## config.mk

```make
export PLATFORM = sky130hd
export DESIGN_NAME = nibble_sched_flat
export DESIGN_NICKNAME = d
export VERILOG_FILES = /design/src/rtl/nibble_pkg.sv /design/src/rtl/nibble_sched_if.sv /design/src/rtl/nibble_sched_rr_arb2.sv /design/src/rtl/nibble_sched.sv /design/src/flat_wrapper.sv
export SDC_FILE = /design/constraint.sdc
export NUM_CORES = 1
export LEC_CHECK = 0
export ABC_CLOCK_PERIOD_IN_PS = 2600
export CAP_MARGIN = 20
export CORE_MARGIN = 2
export CORE_UTILIZATION = 40
export CTS_CLUSTER_SIZE = 14
export DETAILED_ROUTE_END_ITERATION = 16
export PLACE_DENSITY = 0.88
export SLEW_MARGIN = 15
export SYNTH_ARGS = -nofsm -noshare
export SYNTH_HDL_FRONTEND = slang
export SYNTH_SLANG_ARGS = --single-unit
```

## constraint.sdc

```tcl
create_clock -name CLK -period 2.6 [get_ports CLK]
set_clock_uncertainty 0.2 [all_clocks]
set_input_delay 0.26 -clock CLK [delete_from_list [all_inputs] [get_ports CLK]]
set_output_delay 0.26 -clock CLK [all_outputs]
set_load 0.01 [all_outputs]
```

## src/rtl/nibble_pkg.sv

```systemverilog
// Shared types and constants for the nibble scheduler: FSM encoding, widths,
// selector constants and a helper that replicates one nibble index into all fields.
package nibble_pkg;

    typedef enum logic {
        IDLE  = 1'b0,
        SHIFT = 1'b1
    } state_e;

    localparam int NIB_W   = 4;
    localparam int NIB_CNT = 8;
    localparam int SEL_W   = 3;

    localparam logic [SEL_W-1:0] IDX_TOP = SEL_W'(NIB_CNT - 1);

    localparam logic [NIB_W-1:0] SEL_AB_ALL_A = 4'h0;
    localparam logic [NIB_W-1:0] SEL_AB_ALL_B = 4'hF;

    // Every output bit k reads bit k of the same nibble, so all four fields carry idx.
    function automatic logic [NIB_W*SEL_W-1:0] fill_sel(input logic [SEL_W-1:0] idx);
        return {NIB_W{idx}};
    endfunction

endpackage

```

## src/rtl/nibble_sched_if.sv

```systemverilog
// Bus bundle between the requester FIFOs, the nibble datapath and the scheduler.
// Handshake: a word moves on a rising CLK edge where REQ_x & READY_x; READY_x is combinational.
interface nibble_sched_if;
    import nibble_pkg::*;

    logic        REQ_A;
    logic [31:0] DIN_A;
    logic        READY_A;
    logic        REQ_B;
    logic [31:0] DIN_B;
    logic        READY_B;

    logic [31:0] DATA_A;
    logic [31:0] DATA_B;
    logic [11:0] SEL_A;
    logic [11:0] SEL_B;
    logic [3:0]  SEL_AB;
    logic [3:0]  DATA_OUT;

    logic [3:0]  NIB_OUT;
    logic        NIB_VALID;
    logic        NIB_SRC;
    logic        NIB_LAST;

    state_e      DBG_STATE;
    logic [2:0]  DBG_IDX;

    modport master (
        input  REQ_A, DIN_A, REQ_B, DIN_B, DATA_OUT,
        output READY_A, READY_B, DATA_A, DATA_B, SEL_A, SEL_B, SEL_AB,
        output NIB_OUT, NIB_VALID, NIB_SRC, NIB_LAST, DBG_STATE, DBG_IDX
    );

    modport slave (
        output REQ_A, DIN_A, REQ_B, DIN_B, DATA_OUT,
        input  READY_A, READY_B, DATA_A, DATA_B, SEL_A, SEL_B, SEL_AB,
        input  NIB_OUT, NIB_VALID, NIB_SRC, NIB_LAST, DBG_STATE, DBG_IDX
    );

endinterface

```

## src/rtl/nibble_sched_rr_arb2.sv

```systemverilog
// Two-requester round-robin arbiter; after a transfer the pointer favours the loser.
module rr_arb2 (
    input  logic       clk_i,
    input  logic       rst_ni,
    input  logic [1:0] req_i,
    input  logic       enable_i,
    input  logic       advance_i,
    output logic [1:0] gnt_o
);

    logic ptr_q, ptr_d;  // 0 = A, 1 = B

    always_comb begin
        gnt_o = 2'b00;
        if (enable_i) begin
            case (req_i)
                2'b01:   gnt_o = 2'b01;
                2'b10:   gnt_o = 2'b10;
                2'b11:   gnt_o = ptr_q ? 2'b10 : 2'b01;
                default: gnt_o = 2'b00;
            endcase
        end
        ptr_d = ptr_q;
        if (advance_i && (gnt_o != 2'b00)) begin
            ptr_d = gnt_o[0];
        end
    end

    always_ff @(posedge clk_i or negedge rst_ni) begin
        if (!rst_ni) begin
            ptr_q <= 1'b0;
        end else begin
            ptr_q <= ptr_d;
        end
    end

endmodule

```

## src/rtl/nibble_sched.sv

```systemverilog
// Nibble scheduler: grants one 32-bit word at a time, walks its 8 nibbles MSB first
// through the datapath selectors and tags the datapath result as a nibble stream.
module nibble_sched
    import nibble_pkg::*;
#(
    parameter int DP_LAT = 1
) (
    input  logic           CLK,
    input  logic           RESET_L,
    nibble_sched_if.master bus
);

    state_e            state_q, state_d;
    logic [SEL_W-1:0]  idx_q, idx_d;
    logic              src_q, src_d;
    logic [31:0]       data_a_q, data_a_d;
    logic [31:0]       data_b_q, data_b_d;
    logic [11:0]       sel_a_q, sel_a_d;
    logic [11:0]       sel_b_q, sel_b_d;
    logic [3:0]        sel_ab_q, sel_ab_d;

    // {valid, src, last} of the nibble issued this cycle, then delayed to match the datapath.
    logic [2:0]        issue_d, issue_q;
    logic [2:0]        dly_q [DP_LAT];

    logic [1:0]        req, gnt;
    logic              grant_win, xfer, win_b;

    assign req       = {bus.REQ_B, bus.REQ_A};
    assign grant_win = (state_q == IDLE) || (idx_q == '0);

    rr_arb2 u_arb (
        .clk_i     (CLK),
        .rst_ni    (RESET_L),
        .req_i     (req),
        .enable_i  (grant_win),
        .advance_i (xfer),
        .gnt_o     (gnt)
    );

    assign bus.READY_A = gnt[0] & RESET_L;
    assign bus.READY_B = gnt[1] & RESET_L;
    assign xfer        = |(gnt & req) & RESET_L;
    assign win_b       = gnt[1];

    always_comb begin
        state_d  = state_q;
        idx_d    = idx_q;
        src_d    = src_q;
        data_a_d = data_a_q;
        data_b_d = data_b_q;
        sel_a_d  = sel_a_q;
        sel_b_d  = sel_b_q;
        sel_ab_d = sel_ab_q;
        if (xfer) begin
            state_d = SHIFT;
            idx_d   = IDX_TOP;
            src_d   = win_b;
            if (win_b) begin
                data_b_d = bus.DIN_B;
                sel_b_d  = fill_sel(IDX_TOP);
                sel_ab_d = SEL_AB_ALL_B;
            end else begin
                data_a_d = bus.DIN_A;
                sel_a_d  = fill_sel(IDX_TOP);
                sel_ab_d = SEL_AB_ALL_A;
            end
        end else if (state_q == SHIFT) begin
            if (idx_q != '0) begin
                idx_d = idx_q - 3'd1;
                if (src_q) begin
                    sel_b_d = fill_sel(idx_d);
                end else begin
                    sel_a_d = fill_sel(idx_d);
                end
            end else begin
                state_d = IDLE;
            end
        end
        issue_d = {state_q == SHIFT, src_q, (state_q == SHIFT) && (idx_q == '0)};
    end

    always_ff @(posedge CLK or negedge RESET_L) begin
        if (!RESET_L) begin
            state_q  <= IDLE;
            idx_q    <= IDX_TOP;
            src_q    <= 1'b0;
            data_a_q <= '0;
            data_b_q <= '0;
            sel_a_q  <= '0;
            sel_b_q  <= '0;
            sel_ab_q <= '0;
            issue_q  <= '0;
            for (int i = 0; i < DP_LAT; i++) begin
                dly_q[i] <= '0;
            end
        end else begin
            state_q  <= state_d;
            idx_q    <= idx_d;
            src_q    <= src_d;
            data_a_q <= data_a_d;
            data_b_q <= data_b_d;
            sel_a_q  <= sel_a_d;
            sel_b_q  <= sel_b_d;
            sel_ab_q <= sel_ab_d;
            issue_q  <= issue_d;
            dly_q[0] <= issue_q;
            for (int i = 1; i < DP_LAT; i++) begin
                dly_q[i] <= dly_q[i-1];
            end
        end
    end

    assign bus.DATA_A    = data_a_q;
    assign bus.DATA_B    = data_b_q;
    assign bus.SEL_A     = sel_a_q;
    assign bus.SEL_B     = sel_b_q;
    assign bus.SEL_AB    = sel_ab_q;
    assign bus.NIB_OUT   = bus.DATA_OUT;
    assign bus.NIB_VALID = dly_q[DP_LAT-1][2];
    assign bus.NIB_SRC   = dly_q[DP_LAT-1][1];
    assign bus.NIB_LAST  = dly_q[DP_LAT-1][0];
    assign bus.DBG_STATE = state_q;
    assign bus.DBG_IDX   = idx_q;

endmodule
```

## src/flat_wrapper.sv

```systemverilog
// flat-port wrapper written by rule: the top's interface ports become plain ports
module nibble_sched_flat import nibble_pkg::*;
#(
    parameter int DP_LAT = 1
)
  (CLK, RESET_L, bus_REQ_A, bus_DIN_A, bus_REQ_B, bus_DIN_B, bus_DATA_OUT, bus_READY_A, bus_READY_B, bus_DATA_A, bus_DATA_B, bus_SEL_A, bus_SEL_B, bus_SEL_AB, bus_NIB_OUT, bus_NIB_VALID, bus_NIB_SRC, bus_NIB_LAST, bus_DBG_STATE, bus_DBG_IDX);
  nibble_sched_if bus_i ();
  input  logic CLK;
  input  logic RESET_L;
  input wire logic [$bits(bus_i.REQ_A)-1:0] bus_REQ_A;
  input wire logic [$bits(bus_i.DIN_A)-1:0] bus_DIN_A;
  input wire logic [$bits(bus_i.REQ_B)-1:0] bus_REQ_B;
  input wire logic [$bits(bus_i.DIN_B)-1:0] bus_DIN_B;
  input wire logic [$bits(bus_i.DATA_OUT)-1:0] bus_DATA_OUT;
  output wire logic [$bits(bus_i.READY_A)-1:0] bus_READY_A;
  output wire logic [$bits(bus_i.READY_B)-1:0] bus_READY_B;
  output wire logic [$bits(bus_i.DATA_A)-1:0] bus_DATA_A;
  output wire logic [$bits(bus_i.DATA_B)-1:0] bus_DATA_B;
  output wire logic [$bits(bus_i.SEL_A)-1:0] bus_SEL_A;
  output wire logic [$bits(bus_i.SEL_B)-1:0] bus_SEL_B;
  output wire logic [$bits(bus_i.SEL_AB)-1:0] bus_SEL_AB;
  output wire logic [$bits(bus_i.NIB_OUT)-1:0] bus_NIB_OUT;
  output wire logic [$bits(bus_i.NIB_VALID)-1:0] bus_NIB_VALID;
  output wire logic [$bits(bus_i.NIB_SRC)-1:0] bus_NIB_SRC;
  output wire logic [$bits(bus_i.NIB_LAST)-1:0] bus_NIB_LAST;
  output wire logic [$bits(bus_i.DBG_STATE)-1:0] bus_DBG_STATE;
  output wire logic [$bits(bus_i.DBG_IDX)-1:0] bus_DBG_IDX;
  assign bus_i.REQ_A = bus_REQ_A;
  assign bus_i.DIN_A = bus_DIN_A;
  assign bus_i.REQ_B = bus_REQ_B;
  assign bus_i.DIN_B = bus_DIN_B;
  assign bus_i.DATA_OUT = bus_DATA_OUT;
  assign bus_READY_A = bus_i.READY_A;
  assign bus_READY_B = bus_i.READY_B;
  assign bus_DATA_A = bus_i.DATA_A;
  assign bus_DATA_B = bus_i.DATA_B;
  assign bus_SEL_A = bus_i.SEL_A;
  assign bus_SEL_B = bus_i.SEL_B;
  assign bus_SEL_AB = bus_i.SEL_AB;
  assign bus_NIB_OUT = bus_i.NIB_OUT;
  assign bus_NIB_VALID = bus_i.NIB_VALID;
  assign bus_NIB_SRC = bus_i.NIB_SRC;
  assign bus_NIB_LAST = bus_i.NIB_LAST;
  assign bus_DBG_STATE = bus_i.DBG_STATE;
  assign bus_DBG_IDX = bus_i.DBG_IDX;
  nibble_sched #(.DP_LAT(DP_LAT)) u_core (.CLK(CLK), .RESET_L(RESET_L), .bus(bus_i));
endmodule
```

# Word level (Yosys, flattened, before mapping)
# Index checks and enable logic that the tools add are counted.
[op_classes] add_sub_neg=1 n_eq_ne=6 n_bitwise=6 muxes=20 reduce_logical=15
[ops] op="$mux 12" count=10
[ops] op="$mux 3" count=3
[ops] op="$reduce_and 4->1" count=2
[ops] op="$reduce_bool 2->1" count=4
[ops] op="$pmux 2 s3" count=1
[ops] op="$reduce_and 2->1" count=3
[ops] op="$eq 2x2->1 const B" count=2
[ops] op="$mux 2" count=2
[ops] op="$mux 4" count=1
[ops] op="$ne 2x2->1 const B" count=2
[ops] op="$and 1x1->1" count=3
[ops] op="$logic_not 3->1" count=1
[ops] op="$mux 1" count=3
[ops] op="$reduce_bool 3->1" count=1
[ops] op="$sub 3x1->3 const B" count=1
[ops] op="$and 2x2->2" count=1
[ops] op="$eq 2x1->1 const B" count=1
[ops] op="$logic_and 1x1->1" count=2
[ops] op="$ne 2x1->1 const B" count=1
[ops] op="$not 1->1" count=2
[ops] op="$reduce_or 2->1" count=1
[ops] op="$logic_or 1x1->1" count=1
[totals] regBits=104 elab_cells=59 inputBits=72 output_inout_bits=105

# Longest topological paths before layout
[depth] depth_word=8 depth_mapped=6

# By module
# Synthesis repeated with hierarchy kept, for this count alone.
[unflattened] hier_cells=231 hier_area_um2=3505.9
[by_module_without_submodules] mod="nibble_sched" area_per_inst_um2=3444.6 cells_each=223 n_inst=1
[by_module_without_submodules] mod="rr_arb2" area_per_inst_um2=61.3 cells_each=8 n_inst=1

# Worst setup path after synthesis
# Ideal clock, no wire load.
[synth_path] kind="register to register" from="register u_core.idx_q[0], in the netlist u_core.bus.DBG_IDX[0]" to="register u_core.data_a_q[18], in the netlist u_core.bus.DATA_A[18]" setup_slack_ns=0.543 t_required_ns=2.275 t_arrival_ns=1.732 stages_incl_launch_ff=7 n_path_buf=1 path_cell_list="dfstp_2 > inv_1 > ha_1 > nand2b_4 > a221oi_4 > buf_6 > mux2_2"
[synth_between] elab_chain_len=7 word_cells_on_any_way=8
[synth_rtl] item="start: declaration" line_no="nibble_sched.sv:14" text="logic [SEL_W-1:0] idx_q, idx_d;"
[synth_rtl] item="start signal: assignment" line_no="nibble_sched.sv:99" text="idx_q <= idx_d;"
[synth_rtl] item="$logic_not 3->1 *" line_no="nibble_sched.sv:30" text="assign grant_win = (state_q == IDLE) || (idx_q == '0);"
[synth_rtl] item="$logic_or 1x1->1 *" line_no="nibble_sched.sv:30"
[synth_rtl] item="$mux 2 *" line_no="nibble_sched_rr_arb2.sv:15" text="if (enable_i) begin"
[synth_rtl] item="$and 2x2->2" line_no="nibble_sched.sv:43" text="assign xfer = |(gnt & req) & RESET_L;"
[synth_rtl] item="$reduce_or 2->1" line_no="nibble_sched.sv:43"
[synth_rtl] item="$and 1x1->1" line_no="nibble_sched.sv:43"
[synth_rtl] item="$reduce_and 2->1 (no line) *"
[synth_rtl] item="end signal: assignment" line_no="nibble_sched.sv:101" text="data_a_q <= data_a_d;"
[synth_rtl] item="end: declaration" line_no="nibble_sched.sv:16" text="logic [31:0] data_a_q, data_a_d;"
# Every way passes the cells marked *; elsewhere a longest branch is shown, timed or not.
# A chain may end at the register's enable or synchronous reset.

# Final worst setup path
[layout_path] from="register u_core.idx_q[0], in the netlist u_core.bus.DBG_IDX[0]" to="register u_core.data_a_q[5], in the netlist u_core.bus.DATA_A[5]"
# The elaborated chain is that of the path after synthesis.

==> results.cfg <==
[status]
outcome = finished, final reports clean

[timing]
fin_crit_sh_pct = 91.0
setup_violations = 0
fmax_ghz = 0.423
drv_slew = 0
final_hold_viol_count = 0
layout_setup_ws_ns = 0.233
fin_crit_ns = 2.37
rsz0062_at_grt = false
maxSlewHeadroom_pct = 54.6
fin_tns_setup_ns = 0
tightestPinTransition_ns = 0.681
hold_slack_ns = 0.110

[synth]
mappedNetlistNets = 313
postSynthCellCount = 239
syn_area_um2 = 3470
ys_seq_area_share_pct = 59.3
netlist_top_cells_area = dfrtp_1 57%, mux2_2 19%, buf_4 5.6%, dfstp_2 2.3%, buf_6 1.9%
syn_area_per_cell_um2 = 14.5
synth_top_area_cell = dfrtp_1
synth_top_area_share_pct = 57.0
synth_warnings = 0
yosys_register_bits = 82
ys_types = 28

[setup_path]
crit_required_ns = 2.62
endpoint_kind = flop
startpoint_type = flop
crit_fanout = 33
worstPathArrival_ns = 2.38
path_class = reg -> reg

[final_layout]
area_delta_synth_final_pct = 52.7
multiInputGateArea_um2 = 1120
final_nets = 463
drive_above_1_share_pct = 22.3
diodes = 0
final_cell_count_no_fill = 499
fill_cells = 646
seq_area_um2 = 2060
post-route-util_pct = 63.8
design_area_um2 = 5290

[clock_network]
htree_levels = 3
clockBufferDepth = 2
clockRootBuffer = clkbuf_8
cts_tree = yes
cts-buffers-inserted = 9
clk_pin_slew_ns = 0.08
clk_latency_ns = 0.33
clock_sinks = 82

[placed_design]
port_buffers = 168
place_ws_ns = 0.203
gp_congestion = 0.791
dpl.hpwl_um = 5950
dp.cells = 482
placement.cell_area_um2 = 5040

[global_route]
antenna_found_initial = 0
grt_pass1_wl_um = 13300
grt_usage_pct = 17.6
grt_pass1_vias = 2595
grt_max_degree = 57
grt_overflow = 0

[power_and_ir_drop]
total_power_mw = 6.36
leakage_nw = 2.21
vdd_drop_max_mv = 0.494
p_per_area_nw_per_um2 = 1200

[floorplanning]
fp.dieW_um = 97.1
fp.dieH_um = 97.1
io_pins = 177
die-area_um2 = 9430
start_util_pct = 41.8
core_area_um2 = 8300
rows = 33

[min_path]
min_path_type = in -> async

[drt]
drcViolationCount = 0
drt_first_pass_iters = 4
viasPerCell = 4.95
drtAntennaViolNets = 0
wire_per_inst_um = 16.1
wl_um = 8050
drtIter0Drc = 59
vias = 2472

[flow_run]
maxCapViolations = 0
## cells by family after synthesis
kind of cell             count (synthesis)  share of synthesized area (%)
flip-flops                              82                           59.3
adder cells (fa/ha/maj)                  2                          0.722
AND/OR/NAND/NOR                         30                           5.16
AO/OA/AOI/OAI                           20                           5.27
buffers and inverters                   40                           8.48
XOR/XNOR                                 1                          0.253
multiplexers                            64                           20.8
## layout make-up
cell class                      instances  area share, %
Multi-Input combinational cell        117           21.1
Sequential cell                        82           38.9
Inverter                                4          0.284
Tap cell                              105           2.48
Clock inverter                          6           2.15
Clock buffer                           10           2.41
Timing Repair Buffer                  175           32.7
## worst max-delay path, stage by stage (launching register included)
cell,delay [ns]
dfstp_2,0.40
inv_1,0.10
ha_1,0.27
nand2b_4,0.17
a221oi_4,0.28
buf_4,0.43
mux2_2,0.39
## timing repair
action	CTS	global route
endpoints found under the hold margin	23	0
endpoints found under the setup margin	2	0
gates resized for setup	2	0
setup buffers	0	0
hold buffers	1	0
## path summary, 6_finish.rpt
kind                                              startpoint                                to  slack (ns)  depth (start not counted)
min in group CLK                 u_core.issue_q[1]$_DFF_PN0_         u_core.dly_q[1]$_DFF_PN0_        0.16                          0
max in group asynchronous                            RESET_L    u_core.u_arb.ptr_q$_DFFE_PN0P_        0.83                          4
hold reg to reg                  u_core.issue_q[1]$_DFF_PN0_         u_core.dly_q[1]$_DFF_PN0_        0.16                          0
hold / removal                                       RESET_L    u_core.bus.DBG_STATE$_DFF_PN0_        0.11                          2
setup / recovery           u_core.bus.DBG_IDX[0]$_DFFE_PN1P_  u_core.bus.DATA_A[5]$_DFFE_PN0P_        0.23                          6
setup reg to reg           u_core.bus.DBG_IDX[0]$_DFFE_PN1P_  u_core.bus.DATA_A[5]$_DFFE_PN0P_        0.23                          6
## power breakdown
| group | total, mW | switching [mW] | internal (mW) |
|---|---|---|---|
| Sequential | 2.30 | 0.403 | 1.90 |
| Combinational | 2.97 | 1.11 | 1.86 |
| Clock | 1.09 | 0.452 | 0.642 |
## sequential cells by signal, indices dropped and copies added (netlist names)
name,cells
u_core.u_arb.ptr_q,1
u_core.bus.DATA_B,32
u_core.bus.SEL_B,3
u_core.bus.SEL_AB,1
u_core.bus.DBG_STATE,1
u_core.dly_q,3
u_core.bus.SEL_A,3
u_core.issue_q,3
u_core.bus.DBG_IDX,3
u_core.bus.DATA_A,32
## cells in the final DEF (no fill, tap or decap)
cell             instances
clkdlybuf4s50_1        165
dfrtp_1                 79
mux2_2                  60
nor3_1                  11
clkbuf_8                 9
buf_4                    7
nand2_1                  6
a221oi_1                 6
inv_1                    4
nor4b_1                  4
mux2_1                   4
a21oi_1                  3
and2_1                   3
a211oi_1                 3
bufinv_16                3
dfstp_2                  3
a21o_1                   2
a221oi_4                 2
nor2b_1                  2
a31oi_1                  2
ha_1                     2
clkinvlp_4               2
dlygate4sd2_1            2
nand2b_4                 1
o21ai_0                  1
and3_1                   1
o21a_1                   1
nand2b_1                 1
and4_1                   1
xor2_1                   1
inv_6                    1
clkbuf_1                 1
dlygate4sd3_1            1
## routing by layer
layer	wire length, µm	vias to the layer above	GRT usage (%)
li1	-	1127	-
met1	3360	1212	22.0
met2	3910	120	28.6
met3	624	13	5.32
met4	158	0	6.93
met5	0	-	0
## Yosys cell counts
cell / instances
dfrtp_1: 79
a221oi_4: 2
nand2b_1: 1
buf_4: 26
a31oi_1: 2
and4_1: 1
a21oi_1: 3
inv_1: 4
nor2b_1: 2
a211oi_1: 3
and2_1: 3
o21ai_0: 1
buf_6: 6
nor4b_1: 4
o21a_1: 1
mux2_2: 60
nand2b_4: 1
mux2_1: 4
xor2_1: 1
nand2_1: 6
a221oi_1: 6
dfstp_2: 3
clkbuf_1: 3
a21o_1: 2
ha_1: 2
and3_1: 1
nor3_1: 11
buf_2: 1
Note: power is estimated with default switching activity, not from simulation.
